--- src/rtl/hazard_pkg.sv ---
`default_nettype none
// ============================================================================
// Module   : hazard_pkg
// Purpose  : Shared types for the forwarding/hazard scoreboard.
// Revision : 1.0  initial release
// ============================================================================
package hazard_pkg;

    localparam int DEF_REG_NUM  = 32;
    localparam int DEF_LONG_MAX = 4;
    localparam int RW           = $clog2(DEF_REG_NUM);

    typedef logic [RW-1:0] reg_idx_t;

    typedef struct packed {
        reg_idx_t rd;
        logic     wr_en;
        logic     is_load;
    } fwd_entry_t;

    localparam fwd_entry_t BUBBLE = '{rd: '0, wr_en: 1'b0, is_load: 1'b0};

    // A source only participates in hazard checks when it is read and not x0.
    function automatic logic src_live(input logic used, input reg_idx_t rs);
        return used && (rs != '0);
    endfunction

endpackage
`default_nettype wire

--- src/rtl/sb_busy_table.sv ---
`default_nettype none
// ============================================================================
// Module   : sb_busy_table
// Purpose  : Per-register busy bits and outstanding count for long-latency ops.
// Revision : 1.0  initial release
// ============================================================================
module sb_busy_table
    import hazard_pkg::*;
#(
    parameter int REG_NUM  = DEF_REG_NUM,
    parameter int LONG_MAX = DEF_LONG_MAX
) (
    input  logic                       clk,
    input  logic                       rst,
    input  logic                       set,
    input  logic [$clog2(REG_NUM)-1:0] set_rd,
    input  logic                       clr,
    input  logic [$clog2(REG_NUM)-1:0] clr_rd,
    output logic [REG_NUM-1:0]         busy,
    output logic                       full,
    output logic                       err
);

    localparam int CW = $clog2(LONG_MAX + 1);

    logic [REG_NUM-1:0] r_busy;
    logic [REG_NUM-1:0] w_busy_nxt;
    logic [CW-1:0]      r_count;
    logic [CW-1:0]      w_count_nxt;
    logic               r_err;
    logic               w_clr_ok;
    logic               w_set_ok;
    logic               w_err_evt;

    always_comb begin
        w_clr_ok    = clr & r_busy[clr_rd];
        w_set_ok    = set & (set_rd != '0);
        w_err_evt   = clr & ~r_busy[clr_rd];
        w_busy_nxt  = r_busy;
        w_count_nxt = r_count;

        // Set and clear target different registers (WAW stall), so order is moot.
        if (w_clr_ok) w_busy_nxt[clr_rd] = 1'b0;
        if (w_set_ok) w_busy_nxt[set_rd] = 1'b1;

        case ({w_set_ok, w_clr_ok})
            2'b10:   w_count_nxt = r_count + CW'(1);
            2'b01: begin
                if (r_count == '0) w_err_evt   = 1'b1;
                else               w_count_nxt = r_count - CW'(1);
            end
            default: w_count_nxt = r_count;
        endcase
    end

    always_ff @(posedge clk or posedge rst) begin
        if (rst) begin
            r_busy  <= '0;
            r_count <= '0;
            r_err   <= 1'b0;
        end else begin
            r_busy  <= w_busy_nxt;
            r_count <= w_count_nxt;
            r_err   <= r_err | w_err_evt;
        end
    end

    assign busy = r_busy;
    assign full = (r_count == CW'(LONG_MAX));
    assign err  = r_err;

endmodule
`default_nettype wire

--- src/rtl/hazard_scoreboard.sv ---
`default_nettype none
// ============================================================================
// Module   : hazard_scoreboard
// Purpose  : EX/MM destination tags for bypass muxes plus load-use/long-op stall.
// Revision : 1.0  initial release
// ============================================================================
module hazard_scoreboard
    import hazard_pkg::*;
#(
    parameter int REG_NUM  = DEF_REG_NUM,
    parameter int LONG_MAX = DEF_LONG_MAX
) (
    input  logic                       clk,
    input  logic                       rst,
    input  logic                       id_valid,
    input  logic [$clog2(REG_NUM)-1:0] id_rs1,
    input  logic [$clog2(REG_NUM)-1:0] id_rs2,
    input  logic                       id_rs1_used,
    input  logic                       id_rs2_used,
    input  logic [$clog2(REG_NUM)-1:0] id_rd,
    input  logic                       id_wr_reg_en,
    input  logic                       id_is_load,
    input  logic                       id_is_long,
    input  logic                       flush,
    input  logic                       long_done,
    input  logic [$clog2(REG_NUM)-1:0] long_rd,
    output logic [$clog2(REG_NUM)-1:0] ex_rd,
    output logic [$clog2(REG_NUM)-1:0] mm_rd,
    output logic                       ex_wr_reg_en,
    output logic                       mm_wr_reg_en,
    output logic                       mm_is_load,
    output logic                       stall,
    output logic                       issue,
    output logic                       sb_err
);

    fwd_entry_t         r_ex;
    fwd_entry_t         r_mm;
    fwd_entry_t         w_id;
    logic [REG_NUM-1:0] w_busy;
    logic               w_full;
    logic               w_rs1_haz;
    logic               w_rs2_haz;
    logic               w_waw;
    logic               w_struct;
    logic               w_long_set;
    logic               w_ex_load;

    // Long ops retire through the long port, so they never forward from EX/MM.
    always_comb begin
        w_id         = BUBBLE;
        w_id.rd      = id_rd;
        w_id.wr_en   = id_wr_reg_en & ~id_is_long & (id_rd != '0);
        w_id.is_load = id_is_load;
    end

    assign w_ex_load = r_ex.wr_en & r_ex.is_load;

    assign w_rs1_haz = src_live(id_rs1_used, id_rs1) &
                       ((w_ex_load & (r_ex.rd == id_rs1)) | w_busy[id_rs1]);
    assign w_rs2_haz = src_live(id_rs2_used, id_rs2) &
                       ((w_ex_load & (r_ex.rd == id_rs2)) | w_busy[id_rs2]);
    assign w_waw     = id_wr_reg_en & (id_rd != '0) & w_busy[id_rd];
    assign w_struct  = id_is_long & w_full;

    assign stall = id_valid & ~flush & (w_rs1_haz | w_rs2_haz | w_waw | w_struct);
    assign issue = id_valid & ~stall & ~flush;

    assign w_long_set = issue & id_is_long;

    always_ff @(posedge clk or posedge rst) begin
        if (rst) begin
            r_ex <= BUBBLE;
            r_mm <= BUBBLE;
        end else begin
            r_mm <= r_ex;
            r_ex <= issue ? w_id : BUBBLE;
        end
    end

    sb_busy_table #(
        .REG_NUM  (REG_NUM),
        .LONG_MAX (LONG_MAX)
    ) u_busy_table (
        .clk    (clk),
        .rst    (rst),
        .set    (w_long_set),
        .set_rd (id_rd),
        .clr    (long_done),
        .clr_rd (long_rd),
        .busy   (w_busy),
        .full   (w_full),
        .err    (sb_err)
    );

    assign ex_rd        = r_ex.rd;
    assign ex_wr_reg_en = r_ex.wr_en;
    assign mm_rd        = r_mm.rd;
    assign mm_wr_reg_en = r_mm.wr_en;
    assign mm_is_load   = r_mm.is_load;

endmodule
`default_nettype wire
--- config.mk ---
export PLATFORM = sky130hd
export DESIGN_NAME = hazard_scoreboard
export DESIGN_NICKNAME = d
export VERILOG_FILES = /design/src/rtl/hazard_pkg.sv /design/src/rtl/sb_busy_table.sv /design/src/rtl/hazard_scoreboard.sv
export SDC_FILE = /design/constraint.sdc
export NUM_CORES = 1
export LEC_CHECK = 0
export CAP_MARGIN = 5
export CORE_ASPECT_RATIO = 0.5
export CORE_MARGIN = 2
export CORE_UTILIZATION = 61
export DETAILED_ROUTE_END_ITERATION = 10
export GPL_TIMING_DRIVEN = 0
export PLACE_DENSITY = 0.89
export RECOVER_POWER = 100
export SYNTH_ARGS = -nofsm -noshare
export SYNTH_HDL_FRONTEND = slang
export SYNTH_SLANG_ARGS = --single-unit
--- constraint.sdc ---
create_clock -name clk -period 9.6 [get_ports clk]
set_clock_uncertainty 0.05 [all_clocks]
set_input_delay 0.96 -clock clk [delete_from_list [all_inputs] [get_ports clk]]
set_output_delay 0.96 -clock clk [all_outputs]
set_load 0.02 [all_outputs]
==> impl_metrics.py <==
metrics = {
    "status": {
        "run_status": "finished, violations left",
        "failing_checks": "capacitance limit, slew limit",
    },
    "clocking": {
        "clock_tree.root_cell": "clkbuf_16",
        "clk_latency_worst_skew_pair_ns": 0.30,
        "h-tree-depth": 2,
        "cts_hold_buffers": 0,
        "clock_sink_count": 50,
        "tritoncts.num_buffers": 5,
        "cts_tree": "yes",
        "cts-root-to-sink-buffers": 2,
        "post_cts_resized": 0,
        "post_cts_buffers": 0,
        "path_clk_slew_ns": 0.07,
    },
    "placement": {
        "portBuffers": 38,
        "gp_congestion": 1.04,
        "place_ws_ns": 3.97,
        "detailed_place_hpwl_mm": 8.55,
    },
    "timing": {
        "final_hold_violation_count": 0,
        "fmax_mhz": 152,
        "min_period_over_period": 0.684,
        "fin_tns_setup_ns": 0,
        "max_slew_margin": -0.0757,
        "timing_max_transition_violations_final": 31,
        "finalSetupViolCount": 0,
        "timing.final.ws_setup_ns": 3.03,
        "finalCriticalPeriod_ns": 6.57,
        "grt_setup_unrepaired": "no",
        "tightestPinTransition_ns": 1.61,
    },
    "critical_path": {
        "rr_startpoint": "u_busy_table.busy[10]",
        "path_max_fanout": 10,
        "arrival_ns": 5.56,
        "timing.critical_path.to_type": "output port",
        "worst_setup_path_endpoint": "issue",
        "ff2ff_path_depth": 12,
        "startpoint_of_the_worst_setup_timing_path": "id_rd[1]",
        "setup.worst_path.class": "in -> out",
        "worst-r2r-setup-slack_ns": 4.58,
        "worstReg2RegEnd": "u_busy_table.r_count[1]",
        "worst-endpoint-required_ns": 8.59,
        "crit_path_start_kind": "input pin",
    },
    "yosys": {
        "syn-cell-area_um2": 3700,
        "largest_cells_by_area_after_synthesis": "dfrtp_1 (34%), mux2i_1 (9.7%), o31ai_1 (6.7%)",
        "share_of_the_synthesized_area_in_compound_gates_ao_oa_aoi_oai": 0.228,
        "share_of_synthesized_area_spent_on_multiplexers": 0.197,
        "synth_seq_cells": 50,
        "post_synth_xor_area_fraction": 0.0237,
        "synth_instances": 375,
        "synth.lib_cells_used.distinct": 55,
        "synthAdderAreaFrac": 0.00542,
        "async_reset_ff_frac": 1.00,
        "synth-edff-count": 0,
        "yosysMostFrequentCell": "dfrtp_1",
        "syn_nets": 406,
        "ys_dominant_reg_cell": "dfrtp_1",
        "post_synth.cell_area_avg_um2": 9.86,
        "main_combinational_cell_family_by_area_after_synthesis": "compound AO/OA/AOI/OAI gates",
        "post_synth_most_frequent_cells": "dfrtp_1 (50), mux2i_1 (36), o31ai_1 (33), o21ai_0 (30), nand2_1 (22)",
        "netlist.top_cell.by_area": "dfrtp_1",
        "netlist.area_leader.share": 0.339,
        "synth_sequential_area_ratio": 0.339,
        "yosys_warnings": 0,
        "yosys.area_share.simple": 0.144,
    },
    "layout": {
        "fin_nets": 452,
        "multi_input_comb_area_um2": 2170,
        "register_area_um2": 1250,
        "final_util": 0.756,
        "post_route_cells_drive_above_1_share": 0.0972,
        "layout.filler_cells": 375,
        "synthToLayoutAreaGrowth_pct": 15.8,
        "antenna-diode-count": 0,
    },
    "power": {
        "design_power_total_uw": 646,
        "cellLeakagePower_nw": 1.82,
        "power_density_nw_per_um2": 151,
        "max_vdd_drop_mv": 0.156,
    },
    "floorplan": {
        "floorplan.core_area_um2": 5660,
        "die-height_um": 59.0,
        "dieArea_um2": 6740,
        "chipWidth_um": 114,
        "ios": 46,
        "initial_utilization": 0.653,
        "row_count": 19,
    },
    "routing": {
        "drt.antenna.violating_nets": 0,
        "drc": 0,
        "drt-initial-drc-count": 355,
        "route.met2.wl_mm": 5.11,
        "drt_first_pass_iters": 5,
        "drt-met1-wl_mm": 4.69,
        "post_drt_via_cell_ratio": 7.33,
        "via_count": 3629,
        "wirelength_mm": 11.8,
        "wl_met3_mm": 1.70,
        "top_signal_layer_used": "met4",
        "routed_wire_length_per_instance_um": 23.9,
    },
    "hold_path": {
        "start_point_of_the_worst_min_delay_path": "ex_wr_reg_en",
        "min_path_type": "reg -> reg",
    },
    "global_route": {
        "antenna_found_initial": 0,
        "grt_start_max_net_pins": 31,
        "grt_pass1_vias": 3560,
        "grt_remaining_overflow": 0,
        "globalRouteTotalUtil": 0.371,
        "first_pass_grt_wire_length_mm": 18.6,
    },
    "run": {
        "drv_cap": 1,
    },
}
how the worst min path moves through the flow:
| stage | slack (ns) | cells after the start | endpoint |
|---|---|---|---|
| final | 0.36 | 0 | mm_wr_reg_en |
| after global routing | 0.36 | 0 | mm_wr_reg_en |
| after CTS | 0.35 | 0 | mm_is_load |
| after detailed placement | 0.33 | 0 | mm_is_load |
| after global placement | 0.31 | 0 | mm_is_load |
| after floorplan | 0.30 | 0 | mm_is_load |
through the flow:
stage | hold slack (ns) | area [um^2] | cells
after floorplan | 0.304 | 3700 | 375
after global placement | 0.308 | 4170 | 486
after detailed placement | 0.334 | 4190 | 487
after CTS | 0.349 | 4360 | 495
after global routing | 0.357 | 4280 | 495
final | 0.356 | 4280 | 495
metal layers:
metal  global-route usage  vias up
met4                0.110        0
met3                0.139       42
met2                0.574      289
li1                     -     1553
met1                0.498     1745
met5                    0        -
area by class of cell:
class | count | share of cell area
flip-flops and latches | 50 | 0.292
clock inverters | 3 | 0.0105
clock buffers | 5 | 0.0292
repair buffers | 39 | 0.0898
plain buffers | 30 | 0.0351
multi-input cells | 279 | 0.508
well taps | 73 | 0.0213
inverters | 16 | 0.0140
worst max-delay path, stage by stage:
cell and delay, ns:
dlygate4sd3_1 0.56, clkbuf_1 0.53, clkbuf_1 0.54, mux2i_1 0.29, o22ai_1 0.10, a22oi_1 0.22, o211ai_1 0.17, a32oi_1 0.88
nand3_1 0.51, inv_1 0.13, dlygate4sd3_1 0.68
power by group:
group | leakage (nW) | internal (mW) | switching [mW]
logic | 1.07 | 0.0758 | 0.0949
clock network | 0.0760 | 0.123 | 0.0835
registers | 0.676 | 0.232 | 0.0369
cell usage in the layout, fill, tap and decap left out, types with 8 or more instances in the layout:
master / netlist / layout
dfrtp_1: 50 / 50
mux2i_1: 36 / 36
o31ai_1: 33 / 33
o21ai_0: 30 / 30
nand2_1: 22 / 23
dlygate4sd3_1: 0 / 20
clkbuf_1: 13 / 19
clkdlybuf4s50_1: 0 / 18
nor2_1: 17 / 17
nand3_1: 17 / 17
inv_1: 16 / 16
xor2_1: 10 / 10
mux4_2: 9 / 9
o22ai_1: 9 / 9
nand2b_1: 8 / 8
flip-flops by register name, indices dropped and copies added, names as in the netlist:
| register | flops |
|---|---|
| mm_is_load | 1 |
| r_ex | 1 |
| ex_wr_reg_en | 1 |
| mm_wr_reg_en | 1 |
| ex_rd | 5 |
| u_busy_table.r_count | 3 |
| u_busy_table.busy | 32 |
| u_busy_table.err | 1 |
| mm_rd | 5 |
logic make-up (layout without fill, tap and decap cells):
kind of cell             after synthesis  after routing
adder cells (fa/ha/maj)                1              1
flip-flops                            50             50
XOR/XNOR                              10             10
multiplexers                          53             53
buffers and inverters                 46             93
AO/OA/AOI/OAI                        114            114
AND/OR/NAND/NOR                      101            101
No activity file was read; power rests on OpenSTA's default activity.
